## src/rtl/async_fifo_pkg.sv

```systemverilog
// Shared definitions for the async FIFO environment: read-side buffer
// occupancy encoding and default widths.
package async_fifo_pkg;

    typedef enum logic [1:0] {
        EMPTY = 2'd0,
        ONE   = 2'd1,
        TWO   = 2'd2
    } occ_t;

    localparam int DEF_DATA_WIDTH = 8;
    localparam int DEF_CNT_WIDTH  = 16;

endpackage

```

## src/rtl/rd_skid_buf.sv

```systemverilog
// Two-entry skid buffer between the FIFO read port and a valid/ready sink.
// The head entry drives m_data directly, so the output is always registered.
module rd_skid_buf
    import async_fifo_pkg::*;
#(
    parameter int DATA_WIDTH = DEF_DATA_WIDTH
) (
    input  logic                  rclk,
    input  logic                  rrst,
    input  logic                  push,
    input  logic [DATA_WIDTH-1:0] wdata,
    input  logic                  m_ready,
    output logic                  m_valid,
    output logic [DATA_WIDTH-1:0] m_data,
    output logic                  full
);

    occ_t                  state_reg, state_next;
    logic [DATA_WIDTH-1:0] head_reg, head_next;
    logic [DATA_WIDTH-1:0] tail_reg, tail_next;
    logic                  pop;

    assign m_valid = (state_reg != EMPTY);
    assign m_data  = head_reg;
    assign full    = (state_reg == TWO);
    assign pop     = m_valid && m_ready;

    always_ff @(posedge rclk) begin
        if (rrst) begin
            state_reg <= EMPTY;
            head_reg  <= '0;
            tail_reg  <= '0;
        end else begin
            state_reg <= state_next;
            head_reg  <= head_next;
            tail_reg  <= tail_next;
        end
    end

    always_comb begin
        state_next = state_reg;
        head_next  = head_reg;
        tail_next  = tail_reg;
        unique case (state_reg)
            EMPTY: begin
                if (push) begin
                    head_next  = wdata;
                    state_next = ONE;
                end
            end
            ONE: begin
                case ({push, pop})
                    2'b10: begin
                        tail_next  = wdata;
                        state_next = TWO;
                    end
                    2'b01: state_next = EMPTY;
                    // Pass-through: the departing head is replaced in place.
                    2'b11: head_next = wdata;
                    default: state_next = ONE;
                endcase
            end
            TWO: begin
                if (pop) begin
                    head_next  = tail_reg;
                    state_next = ONE;
                end
            end
            default: state_next = EMPTY;
        endcase
    end

endmodule

```

## src/rtl/fifo_rd_drain.sv

```systemverilog
// FIFO read-side drainer: pops a first-word-fall-through FIFO into a skid
// buffer, counts popped words and optionally checks for an incrementing stream.
module fifo_rd_drain
    import async_fifo_pkg::*;
#(
    parameter int DATA_WIDTH = DEF_DATA_WIDTH,
    parameter int CNT_WIDTH  = DEF_CNT_WIDTH,
    parameter int CHECK_SEQ  = 1
) (
    input  logic                  rclk,
    input  logic                  rrst,
    input  logic [DATA_WIDTH-1:0] rdata,
    input  logic                  rempty,
    output logic                  rinc,
    output logic                  m_valid,
    input  logic                  m_ready,
    output logic [DATA_WIDTH-1:0] m_data,
    output logic [CNT_WIDTH-1:0]  pop_count,
    output logic                  seq_err
);

    logic                 full;
    logic [CNT_WIDTH-1:0] pop_count_reg;

    // Only registered terms feed rinc, keeping m_ready off the FIFO pop path.
    assign rinc = !rrst && !rempty && !full;

    rd_skid_buf #(
        .DATA_WIDTH(DATA_WIDTH)
    ) u_skid (
        .rclk   (rclk),
        .rrst   (rrst),
        .push   (rinc),
        .wdata  (rdata),
        .m_ready(m_ready),
        .m_valid(m_valid),
        .m_data (m_data),
        .full   (full)
    );

    always_ff @(posedge rclk) begin
        if (rrst) begin
            pop_count_reg <= '0;
        end else if (rinc) begin
            pop_count_reg <= pop_count_reg + CNT_WIDTH'(1);
        end
    end

    assign pop_count = pop_count_reg;

    generate
        if (CHECK_SEQ == 1) begin : g_seq
            logic                  ref_valid_reg;
            logic [DATA_WIDTH-1:0] prev_reg;
            logic                  seq_err_reg;

            always_ff @(posedge rclk) begin
                if (rrst) begin
                    ref_valid_reg <= 1'b0;
                    prev_reg      <= '0;
                    seq_err_reg   <= 1'b0;
                end else if (rinc) begin
                    ref_valid_reg <= 1'b1;
                    prev_reg      <= rdata;
                    if (ref_valid_reg && (rdata != prev_reg + DATA_WIDTH'(1))) begin
                        seq_err_reg <= 1'b1;
                    end
                end
            end

            assign seq_err = seq_err_reg;
        end else begin : g_noseq
            assign seq_err = 1'b0;
        end
    endgenerate

endmodule
```

## config.mk

```make
export PLATFORM = sky130hd
export DESIGN_NAME = fifo_rd_drain
export DESIGN_NICKNAME = d
export VERILOG_FILES = /design/src/rtl/async_fifo_pkg.sv /design/src/rtl/rd_skid_buf.sv /design/src/rtl/fifo_rd_drain.sv
export SDC_FILE = /design/constraint.sdc
export NUM_CORES = 1
export LEC_CHECK = 0
export BUFFER_PORTS_ARGS = -buffer_cell sky130_fd_sc_hd__buf_2
export CELL_PAD_IN_SITES_DETAIL_PLACEMENT = 0
export CELL_PAD_IN_SITES_GLOBAL_PLACEMENT = 1
export CORE_ASPECT_RATIO = 1.75
export CORE_MARGIN = 2
export CORE_UTILIZATION = 35
export DETAILED_ROUTE_END_ITERATION = 6
export MAX_ROUTING_LAYER = met4
export PLACE_DENSITY_LB_ADDON = 0.1
export SKIP_LAST_GASP = 1
export SLEW_MARGIN = 10
export SYNTH_ARGS = -nofsm -noshare
export SYNTH_HDL_FRONTEND = slang
export SYNTH_SLANG_ARGS = --single-unit
```

## constraint.sdc

```tcl
create_clock -name rclk -period 3.3 [get_ports rclk]
set_input_delay 0.33 -clock rclk [delete_from_list [all_inputs] [get_ports rclk]]
set_output_delay 0.33 -clock rclk [all_outputs]
set_load 0.03 [all_outputs]
```

After elaboration in Yosys (flattened, before gate mapping):

Cells that the tools add are included.

* flip-flop bits (word level): 44
* latch bits: 0
* RAM bits: 0
* bits in read-only memories: 0
* bits of input ports: 12
* output and inout port bits: 27
* logic and storage cells: 41
* memories: 0

* $add $sub $neg: 2
* multipliers: 0
* divide/modulo/power cells: 0
* magnitude comparators: 0
* eq/ne operators: 10
* shifts and indexed selects: 0
* muxes and demuxes: 8
* bitwise logic cells: 0
* reduce and logical (&&, ||, !) cells: 14

Operators by type and width (number)
* $mux 8: 3
* $pmux 8 s3: 1
* $add 16x1->16 const B: 1
* $pmux 2 s3: 2
* $add 8x1->8 const B: 1
* $ne 8x8->1: 1
* $eq 2x2->1 const B: 3
* $eq 2x1->1 const B: 2
* $logic_and 1x1->1: 4
* $mux 2: 2
* $ne 2x1->1 const B: 2
* $ne 2x2->1 const B: 2
* $reduce_and 2->1: 2
* $reduce_and 4->1: 1
* $logic_not 1->1: 3
* $reduce_and 3->1: 1
* $reduce_bool 3->1: 1
* $logic_not 2->1: 1
* $reduce_bool 2->1: 1

Longest topological paths before layout:

Gate-level depths: netlist of run 1.

* word-level depth: 6
* depth in mapped cells: 9

Hierarchy:

A second synthesis of run 1 with hierarchy kept.

* cells, all modules: 231
* area total of the unflattened synthesis: 2090.8 sq um

Modules (own cells, without submodules)
* fifo_rd_drain: instances 1, cells an instance 149, area an instance 1258.7 sq um, sequential area each 520.5 sq um
* rd_skid_buf: instances 1, cells an instance 82, area an instance 832.0 sq um, sequential area each 360.3 sq um

Least setup slack after synthesis of run 1:

OpenSTA, ideal clock, no wires.

* kind: reg2reg
* start point: register u_skid.state_reg[1]
* end point: register u_skid.state_reg[1]
* arrival time: 2.274 ns
* required time: 3.235 ns
* slack: 0.960 ns
* stages on the path, launching flop included: 9
* cells stage by stage: dfxtp_1 -> nor2b_2 -> nor3_1 -> clkbuf_1 -> ha_1 -> clkbuf_1 -> nand2_1 -> o22a_1 -> nor2_1

* cells in the longest elaborated chain, start to end: 6
* elaborated cells on any way between the ends: 16

Ends and longest elaborated chain
* start, declared: RTL line rd_skid_buf.sv:18 `occ_t state_reg, state_next;`
* start signal, assigned: RTL line rd_skid_buf.sv:34 `state_reg <= state_next;`
* $eq 2x2->1 (*): RTL line rd_skid_buf.sv:25 `assign full = (state_reg == TWO);`
* $logic_not 1->1 (*): RTL line fifo_rd_drain.sv:26 `assign rinc = !rrst && !rempty && !full;`
* $logic_and 1x1->1 (*): RTL line fifo_rd_drain.sv:26
* via rinc: RTL line fifo_rd_drain.sv:14 `output logic rinc,`
* $eq 2x2->1 or $eq 2x1->1 (tied branches): RTL line rd_skid_buf.sv:52 `case ({push, pop})`
* $pmux 2 s3 or $ne 2x2->1 (tied branches)
* $pmux 2 s3 or $reduce_and 3->1 (tied branches)

Mark *: on every way through the listed nets, which the timed path passes. The rest lies on a longest branch.
A chain may end at the register's enable or synchronous reset.

Worst setup path after layout of run 1:

* start point: register u_skid.state_reg[1]
* end point: register u_skid.state_reg[1]

* cells in the longest elaborated chain, start to end: 6
* elaborated cells on any way between the ends: 16

Ends and longest elaborated chain (RTL line)
* $eq 2x2->1: rd_skid_buf.sv:25, rd_skid_buf.sv:44
* $logic_not 1->1: fifo_rd_drain.sv:26
* $logic_and 1x1->1: fifo_rd_drain.sv:26
* $eq 2x2->1 or $eq 2x1->1 (tied branches): rd_skid_buf.sv:52
* $pmux 2 s3 or $ne 2x2->1 (tied branches)
* $pmux 2 s3 or $reduce_and 3->1 (tied branches)

Several ways; a longest one is shown, not always the timed one.

==> results.md, run 1 <==
- Outcome: completed
- Fmax achieved: 475 MHz
- Skew-Pair Late Insertion Delay: 0.29 ns
- Worst path required time: 3.53 ns
- CTS tree: done
- Clock Sinks: 44
- Mapped cell area: 2130 um^2
- Setup Crit Path Kind: flop to flop
- Worst Path Max Fanout: 14
- Drt first-iter violations: 80
- PortBufs: 38
- Synth cell types: 42
- CP arrival: 2.34 ns
- Final WL: 5010 um
- Period minus WS final: 2.11 ns
- Final hold slack: 0.307 ns
- GP Congestion: 0.770
- Clk buf depth: 2
- CP startpoint: u_skid.state_reg[1]
- Routed WL per cell: 13.6 um
- # hold bufs at CTS: 0
- Average cell area after synthesis: 8.34 um^2
- Layout cells sized above 1: 20.3%
- Worst reg-to-reg setup slack: 1.19 ns
- P_sw: 0.313 mW
- Sw Share: 28.6%
- Pin count of the biggest net entering global routing: 31
- Setup crit start kind: flop
- Post-synthesis cell count: 255
- Lkg Pwr: 0.975 nW
- GRT Total Usage: 16.5%
- N_diodes: 0
- Slew @ Worst Pin: 0.745 ns
- Combinational share of power: 15.0%
- Io pins: 39
- Primary FF master, synth: dfxtp_1
- Clock Tree Root: clkbuf_8
- Syn-to-layout area delta: 16.2%
- Setup_tns: 0 ns
- Worst hold path type: input port to flop
- First-pass GRT wire length: 8550 um
- Grt total ovfl: 0
- EDFF count, synth: 0
- Synthesized flop and latch total: 44
- Hpwl dp: 3540 um
- Sequential element share of the synthesized area: 41.4%
- # DRC: 0
- Final setup viols: 0
- Core Footprint: 5880 um^2
- Fin Clk Skew: 0.00413 ns
- Clk network pwr share: 32.3%
- Post-synth net total: 271
- Nets@finish: 306
- Die width: 62.9 um
- DRT antenna net count: 0
- Max reg flops: 16
- Number of global-route vias before repair: 1742
- Seq pwr share: 52.7%
- Hold path start: rdata[0]
- RSZ-0062 raised after global routing: no
- Rel. slew slack: 50.2%
- Total number of vias: 1828
- Internal power: 0.781 mW
- Fin. Hold Viols: 0
- Post-CTS setup buffers: 0
- Reg2reg start: u_skid.state_reg[1]
- Max-cap violations: 0
- Vias per cell: 4.95
- Layout Utilization: 42.0%
- DIE HEIGHT: 107 um
- Die area: 6740 um^2
- CTS HTree Levels: 2
- Synth warn: 0
- PwrDens: 443 nW/um^2
- Worst-path clk slew: 0.08 ns
- Setup crit end kind: flop
- DRT Pass-1 Iters: 6
- Initial antenna violation count: 0
- Final Cycle Share: 63.8%
- Peak supply drop: 0.293 mV
- Num CTS Buffers: 5
- Fillers: 640
- Cts repair resizes: 0
- Max-slew violations: 0
- Starting density of the core: 36.2%
- Post-synthesis async set-or-reset flop share: 0%
- Cell row count: 37
-- power by group through the flow --
stage,sequential (mW),clock [mW],combinational (mW)
finish,0.576,0.354,0.164
global route,0.581,0.396,0.182
CTS,0.577,0.375,0.167
detailed placement,0.590,0,0.166
global placement,0.589,0,0.167
floorplan,0.611,0,0.0949
-- cell usage in the layout, fill, tap and decap left out, types with 8 or more instances in the layout --
| cell type | instances |
|---|---|
| a21oi_1 | 9 |
| buf_2 | 38 |
| dfxtp_1 | 44 |
| nand2_1 | 44 |
| nand2b_1 | 11 |
| nand3_1 | 18 |
| nor2_1 | 29 |
| o21ai_0 | 8 |
| xnor2_1 | 8 |
| xor2_1 | 13 |
-- synth_stat cells (2+ instances only) --
master / number / share of area (%)
nor2b_1: 2 / 0.59
dfxtp_1: 44 / 41
o21ai_0: 8 / 1.9
buf_1: 2 / 0.35
nor2_1: 29 / 5.1
ha_1: 4 / 2.4
inv_1: 3 / 0.53
o21ai_1: 6 / 1.4
o2111ai_1: 2 / 0.82
xnor2_1: 8 / 3.3
nand4_1: 6 / 1.8
or3_1: 2 / 0.59
a311oi_1: 6 / 2.5
a311oi_2: 2 / 1.4
nor4_4: 2 / 2.0
nor3_1: 2 / 0.47
buf_2: 3 / 0.71
and3_1: 3 / 0.88
o31ai_1: 2 / 0.71
clkbuf_1: 6 / 1.1
xor2_1: 13 / 5.4
a21oi_1: 9 / 2.1
and4_1: 2 / 0.82
nand3_1: 18 / 4.2
nand2b_1: 11 / 3.2
nand2_1: 44 / 7.8
-- through the flow --
stage / area (um^2) / cells / setup WS [ns] / total power, mW
3_3_place_gp: 2380 / 361 / 1.18 / 0.756
5_1_grt: 2470 / 369 / 0.996 / 1.16
2_1_floorplan: 2130 / 255 / 0.960 / 0.706
3_5_place_dp: 2380 / 361 / 1.16 / 0.756
6_report: 2470 / 369 / 1.19 / 1.09
4_1_cts: 2470 / 369 / 1.15 / 1.12
-- cell type report --
class | instances | area [um^2] | share of cell area [%]
multi-input cells | 195 | 1170 | 47.6
flip-flops and latches | 44 | 881 | 35.7
repair buffers | 41 | 213 | 8.61
well taps | 78 | 97.6 | 3.95
clock buffers | 6 | 82.6 | 3.34
inverters | 3 | 11.3 | 0.456
clock inverters | 2 | 10.0 | 0.405
-- cell families (layout without fill, tap and decap cells) --
group	count (synthesis)	in the layout	synth area share, %
AOI/OAI and AO/OA	42	42	13.9
xor gates and xnor gates	21	21	8.65
adders and majority gates	4	4	2.35
buffers and inverters	16	52	3.53
DFF	44	44	41.4
muxes	1	1	0.530
and+or+nand+nor	127	127	29.6
-- final timing paths --
check / end / depth (start not counted)
hold / removal: g_seq.prev_reg[0] / 3
hold reg to reg: u_skid.tail_reg[3] / 2
setup / recovery: u_skid.state_reg[1] / 7
setup reg to reg: u_skid.state_reg[1] / 7
-- layer usage --
metal	share of wire (%)	routed length (um)	GRT usage, %	up-vias
met4	2.5	127	8.25	0
met1	44	2190	18.9	837
met5	0	0	-	-
met3	3.6	179	2.41	7
li1	-	-	-	944
met2	50	2510	27.8	40
-- critical path, stage by stage (launching register included) --
cell	delay, ns
dfxtp_1	0.38
nor2b_2	0.17
buf_4	0.20
nor3_2	0.21
ha_1	0.41
nand2_1	0.32
o22a_1	0.28
nor2_1	0.08
No activity file was read; power rests on OpenSTA's default activity.
==> inputs of run 2 (changes only) <==
ABC_AREA = 1   (was unset)
clock period = 1.75 ns   (was 3.3 ns; I/O delays follow)
==> run 2 against run 1 <==
Net effect: setup slack worse by 1.0 ns; synthesized cell count up 35%; area after synthesis up 9.0%.
==> results.md, run 2 <==
- Post-synthesis async set-or-reset flop share: 0% (unchanged)
- Clk buf depth: 2 (unchanged)
- # DRC: 0 (unchanged)
- Yosys top cell area share: 38.0% (-3.4 points)
- Num CTS Buffers: 5 (unchanged)
- Drt first-iter violations: 77 (-3.8%)
- CTS HTree Levels: 2 (unchanged)
- Die width: 65.5 um (+4.1%)
- Post-synthesis cell count: 343 (+35%)
- Final worst setup slack: 0.170 ns (-1.02 ns)
- Area after DPL: 2640 um^2 (+11%)
- EDFF count, synth: 0 (unchanged)
- Lkg Pwr: 1.33 nW (+36%)
- Clock Sinks: 44 (unchanged)
- Average cell area after synthesis: 6.76 um^2 (-19%)
- Io pins: 39 (unchanged)
- Final WL: 5730 um (+15%)
- Final Cycle Share: 90.3% (+26 points)
- Mapped cell area: 2320 um^2 (+9.0%)
- Worst Path Max Fanout: 9 (-5)
- Ranking of synthesized cells by area: dfxtp_1, nand2_1, inv_1
- Multi-input logic area: 1210 um^2 (+3.2%)
- GP Congestion: 0.756 (-1.8%)
- Final setup viols: 0 (unchanged)
- Worst path required time: 1.98 ns (-1.55 ns)
- CTS tree: done
- Number of global-route vias before repair: 2016 (+16%)
- Post-synth net total: 359 (+32%)
- Synth cell types: 33 (-21%)
- Clock Tree Root: clkbuf_16
- Pre-CTS setup slack: 0.134 ns (-1.03 ns)
- RSZ-0062 raised after global routing: no
- Setup crit start kind: flop
- Core Footprint: 6490 um^2 (+10%)
- Vias per cell: 4.64 (-6.3%)
- Final Cell Area: 2820 um^2 (+14%)
- Setup crit end kind: flop
- Final hold slack: 0.161 ns (-0.147 ns)
- GRT Total Usage: 17.6% (+1.1 points)
- Starting density of the core: 35.7% (-0.45 points)
- Most frequent cells in the layout: nand2_1, inv_1, dfxtp_1
- Synthesized flop and latch total: 44 (unchanged)
- Grt total ovfl: 0 (unchanged)
- Max-cap violations: 0 (unchanged)
- Synth top cells by count: nand2_1, inv_1, dfxtp_1, nor2_1, o21ai_0
- Cell row count: 39 (+5.4%)
- DRT antenna net count: 0 (unchanged)
- Fin Clk Skew: 0.00549 ns (+0.00135 ns)
- Skew-Pair Late Insertion Delay: 0.29 ns (about the same)
- Fmax achieved: 633 MHz (+33%)
- Synth warn: 0 (unchanged)
- DIE HEIGHT: 112 um (+4.2%)
- DRT Pass-1 Iters: 4 (-2)
- Outcome: completed
- First-pass GRT wire length: 9520 um (+11%)
- Primary FF master, synth: dfxtp_1
- Max-slew violations: 0 (unchanged)
- Nets@finish: 404 (+32%)
- CP arrival: 1.81 ns (-0.53 ns)
- Fin. Hold Viols: 0 (unchanged)
- Hpwl dp: 4430 um (+25%)
- Initial antenna violation count: 0 (unchanged)
- N_diodes: 0 (unchanged)
- Largest area contributor in the netlist: dfxtp_1
- # hold bufs at CTS: 0 (unchanged)
- Sequential element share of the synthesized area: 38.0% (-3.4 points)
- Setup Crit Path Kind: flop to flop
- Routed WL per cell: 12.2 um (-10%)
- Peak supply drop: 0.638 mV (+120%)
- Die area: 7310 um^2 (+8.5%)
- Fillers: 705 (+10%)
- Pin count of the biggest net entering global routing: 23 (-26%)
- Worst-path clk slew: 0.07 ns (about the same)
- Worst hold path type: input port to flop
- PortBufs: 38 (unchanged)
- FF/Latch Area: 881 um^2 (unchanged)
- Post-CTS setup buffers: 0 (unchanged)
- Top-count cell post-synth: nand2_1
- Cts repair resizes: 0 (unchanged)
- Period minus WS final: 1.58 ns (-0.526 ns)
- Setup_tns: 0 ns (unchanged)
- Max reg flops: 16 (unchanged)
- PwrDens: 914 nW/um^2 (+110%)
- Layout Utilization: 43.5% (+1.5 points)
- Rel. slew slack: 79.2% (+29 points)
- Slew @ Worst Pin: 0.309 ns (-0.436 ns)
- Syn-to-layout area delta: 21.9%
- Total number of vias: 2187 (+20%)
- Layout cells sized above 1: 20.3% (+0.034 points)
- Commonest non-fill, non-tap cell in the layout: nand2_1
[run 2: logic make-up (layout without fill, tap and decap cells)]
group                      count (synthesis)  in the layout  share of synthesized area (%)
buffers and inverters                     59            105                           10.1
and+or+nand+nor                          168            168                           33.5
adders and majority gates                  4              4                           2.16
DFF                                       44             44                           38.0
xor gates and xnor gates                   4              4                           1.51
AOI/OAI and AO/OA                         64             64                           14.7
[run 2: worst paths after layout]
path	endpoint	slack, ns	start	cells past startpoint
worst max-delay path	u_skid.m_data[7]	0.17	u_skid.state_reg[0]	10
worst min-delay path	g_seq.prev_reg[5]	0.16	rdata[5]	3
worst max register to register	u_skid.m_data[7]	0.17	u_skid.state_reg[0]	10
worst min register to register	u_skid.tail_reg[2]	0.45	u_skid.tail_reg[2]	2
[run 2: per-layer routing]
metal / routed length [um] / global-route usage (%) / vias to the layer above
li1: - / - / 1172
met1: 2260 / 18.5 / 976
met2: 3210 / 31.4 / 31
met3: 151 / 3.33 / 8
met4: 115 / 7.08 / 0
met5: 0 / - / -
[run 2: layout make-up]
cell class	count	area share, %
inverters	51	7.09
clock buffers	6	4.92
multi-input cells	240	42.9
clock inverters	2	1.37
flip-flops and latches	44	31.2
repair buffers	46	8.86
well taps	82	3.63
[run 2: report_power, final]
| group | total, mW | switching [mW] | leakage (nW) | internal (mW) |
|---|---|---|---|---|
| clock network | 1.13 | 0.414 | 0.0871 | 0.715 |
| registers | 1.09 | 0.0394 | 0.360 | 1.05 |
| logic | 0.359 | 0.238 | 0.883 | 0.120 |
[run 2: metrics by stage]
stage / power [mW] / cells
floorplan: 1.37 / 343
global placement: 1.48 / 463
detailed placement: 1.48 / 463
CTS: 2.64 / 471
global route: 2.72 / 471
finish: 2.58 / 471
[run 2: worst max-delay path: stages, from the launching register on]
cell	delay, ns
dfxtp_1	0.34
inv_2	0.12
nand2_4	0.07
nand2_4	0.10
clkinvlp_4	0.12
ha_2	0.23
a21oi_4	0.21
nor2_8	0.09
inv_6	0.10
nor2_1	0.05
nor2_1	0.10
==> inputs of run 3 (changes only) <==
ABC_AREA = unset   (was 1)
CORE_MARGIN = unset   (was 2)
CTS_CLUSTER_SIZE = 40   (was unset)
==> run 3 against run 2 <==
Net effect: first-iteration DRC count rose by 17%; sequential power barely moved; count of clock-buffer cells in the layout did not move; final area fell by 6.6%; sequential share of layout area rose by 2.4 points; maximum frequency fell by 2.3%; non-clock buffer count rose by 11; flip-flop and latch count did not move; combinational power barely moved; via count fell by 13%; core utilization rose by 1.4 points; critical path type is now flop to primary output; largest power group is now sequential cells; highest routed layer unchanged.
==> results.md, run 3 (synthesis gave the netlist of run 1 again) <==
- Internal power: 1.51 mW (-20%)
- Max-cap violations: 0 (unchanged)
- PortBufs: 38 (unchanged)
- CTS tree: done
- DRT antenna net count: 0 (unchanged)
- Routed WL per cell: 13.4 um (+10%)
- Fin Clk Skew: 0.00476 ns (-0.000729 ns)
- Commonest non-fill, non-tap cell in the layout: nand2_1
- Final setup viols: 0 (unchanged)
- Cell row count: 37 (-5.1%)
- Slew @ Worst Pin: 0.484 ns (+0.176 ns)
- Final Cycle Share: 92.4% (+2.1 points)
- Drt first-iter violations: 90 (+17%)
- N_diodes: 0 (unchanged)
- Die width: 60.9 um (-7.0%)
- Setup crit end kind: primary output
- Fillers: 659 (-6.5%)
- Initial antenna violation count: 0 (unchanged)
- Setup crit start kind: flop
- CTS HTree Levels: 2 (unchanged)
- Total number of vias: 1900 (-13%)
- Peak supply drop: 0.454 mV (-29%)
- Worst hold path type: input port to flop
- Clock Sinks: 44 (unchanged)
- Skew-Pair Late Insertion Delay: 0.29 ns (about the same)
- Sw Share: 29.4% (+2.6 points)
- Grt total ovfl: 0 (unchanged)
- Worst-path clk slew: 0.09 ns (+0.02 ns)
- P_sw: 0.627 mW (-9.4%)
- Vias per cell: 4.92 (+6.0%)
- Combinational share of power: 16.8% (+2.9 points)
- Rel. slew slack: 67.5% (-12 points)
- Syn-to-layout area delta: 24.1%
- Max-slew violations: 0 (unchanged)
- Power, Total: 2.13 mW (-17%)
- GP Congestion: 0.739 (-2.1%)
- Nets@finish: 323 (-20%)
- Max reg flops: 16 (unchanged)
- # hold bufs at CTS: 0 (unchanged)
- Clock Tree Root: clkbuf_8
- Worst Path Max Fanout: 21 (+12)
- RSZ-0062 raised after global routing: no
- First-pass GRT wire length: 8270 um (-13%)
- # DRC: 0 (unchanged)
- DRT Pass-1 Iters: 4 (unchanged)
- Final hold slack: 0.155 ns (-0.00539 ns)
- Core Footprint: 5880 um^2 (-9.4%)
- Hpwl dp: 3650 um (-18%)
- Clk buf depth: 2 (unchanged)
- Fmax achieved: 619 MHz (-2.3%)
- Final WL: 5170 um (-9.9%)
- GRT Total Usage: 17.7% (+0.13 points)
- Clk network pwr share: 32.4% (-11 points)
- Outcome: completed
- Io pins: 39 (unchanged)
- Layout cells sized above 1: 26.3% (+6.0 points)
- Pin count of the biggest net entering global routing: 22 (-4.3%)
- Worst path required time: 1.57 ns (-0.41 ns)
- CP arrival: 1.44 ns (-0.37 ns)
- Fin. Hold Viols: 0 (unchanged)
- Die area: 6400 um^2 (-12%)
- Setup Crit Path Kind: flop to primary output
- Num CTS Buffers: 5 (unchanged)
- Number of global-route vias before repair: 1701 (-16%)
- Most frequent cells in the layout: nand2_1, dfxtp_1, buf_2
- Lkg Pwr: 1.06 nW (-20%)
- Seq pwr share: 50.8% (+8.4 points)
- Setup_tns: 0 ns (unchanged)
- Layout Utilization: 44.9% (+1.4 points)
- DIE HEIGHT: 105 um (-5.9%)
- Starting density of the core: 36.2% (+0.45 points)
- PwrDens: 808 nW/um^2 (-12%)
- Period minus WS final: 1.62 ns (+0.0364 ns)
==> run 3: changes by cell type in the layout (fill, tap and decap cells not counted), moves of 5 or more <==
cell       change
nand3_1        -6
a311oi_1       +5
xnor2_1        +6
nor2_1         -9
nand2_1       -41
nand2b_1      +11
xor2_1        +11
clkbuf_8       +5
a21oi_1        -9
inv_1         -43
nor2_2         -7
clkbuf_16      -5
o21ai_0       -21
buf_4         +11
==> run 3: what timing repair did <==
item,in CTS,in global routing
buffers inserted,0,4
resized for setup,0,5
endpoints found under the setup margin,0,3
==> run 3: cell type report <==
class,instances,area (um^2),share of cell area [%]
Tap cell,78,97.6,3.70
Clock inverter,2,15.0,0.569
Inverter,3,11.3,0.427
Multi-Input combinational cell,196,1210,46.0
Timing Repair Buffer,57,333,12.6
Sequential cell,44,886,33.6
Clock buffer,6,82.6,3.13
==> run 3: power groups by stage <==
stage | clock (mW) | sequential (mW) | combinational [mW]
6_report | 0.692 | 1.08 | 0.358
5_1_grt | 0.751 | 1.09 | 0.394
3_3_place_gp | 0 | 1.11 | 0.336
2_1_floorplan | 0 | 1.15 | 0.185
3_5_place_dp | 0 | 1.11 | 0.338
4_1_cts | 0.711 | 1.09 | 0.339
==> run 3: path summary, 6_finish.rpt <==
check                       from            endpoint  slack, ns  cells past startpoint
max          u_skid.state_reg[1]                rinc       0.13                      4
min                     rdata[4]   g_seq.prev_reg[4]       0.16                      3
max reg2reg  u_skid.state_reg[0]    u_skid.m_data[3]       0.14                      7
min reg2reg   u_skid.tail_reg[7]  u_skid.tail_reg[7]       0.46                      2
==> run 3: through the flow <==
stage,area (um^2),setup WS [ns],std cells
finish,2640,0.133,386
global route,2640,0.0371,386
CTS,2580,0.0638,381
detailed placement,2480,0.144,373
global placement,2480,0.180,373
floorplan,2160,0.0204,255
==> run 3: metal layers <==
metal / track usage, % / routed length, um / share of wire [%] / up-vias
li1: - / - / - / 982
met4: 5.84 / 76 / 1.5 / 0
met3: 3.22 / 156 / 3.0 / 6
met1: 21.3 / 2300 / 45 / 875
met2: 29.0 / 2640 / 51 / 37
met5: - / 0 / 0 / -
==> run 3: worst max-delay path: stages (launching register included) <==
cell,delay (ns)
dfxtp_2,0.36
nor2b_4,0.15
nor3_4,0.14
buf_4,0.26
buf_2,0.23
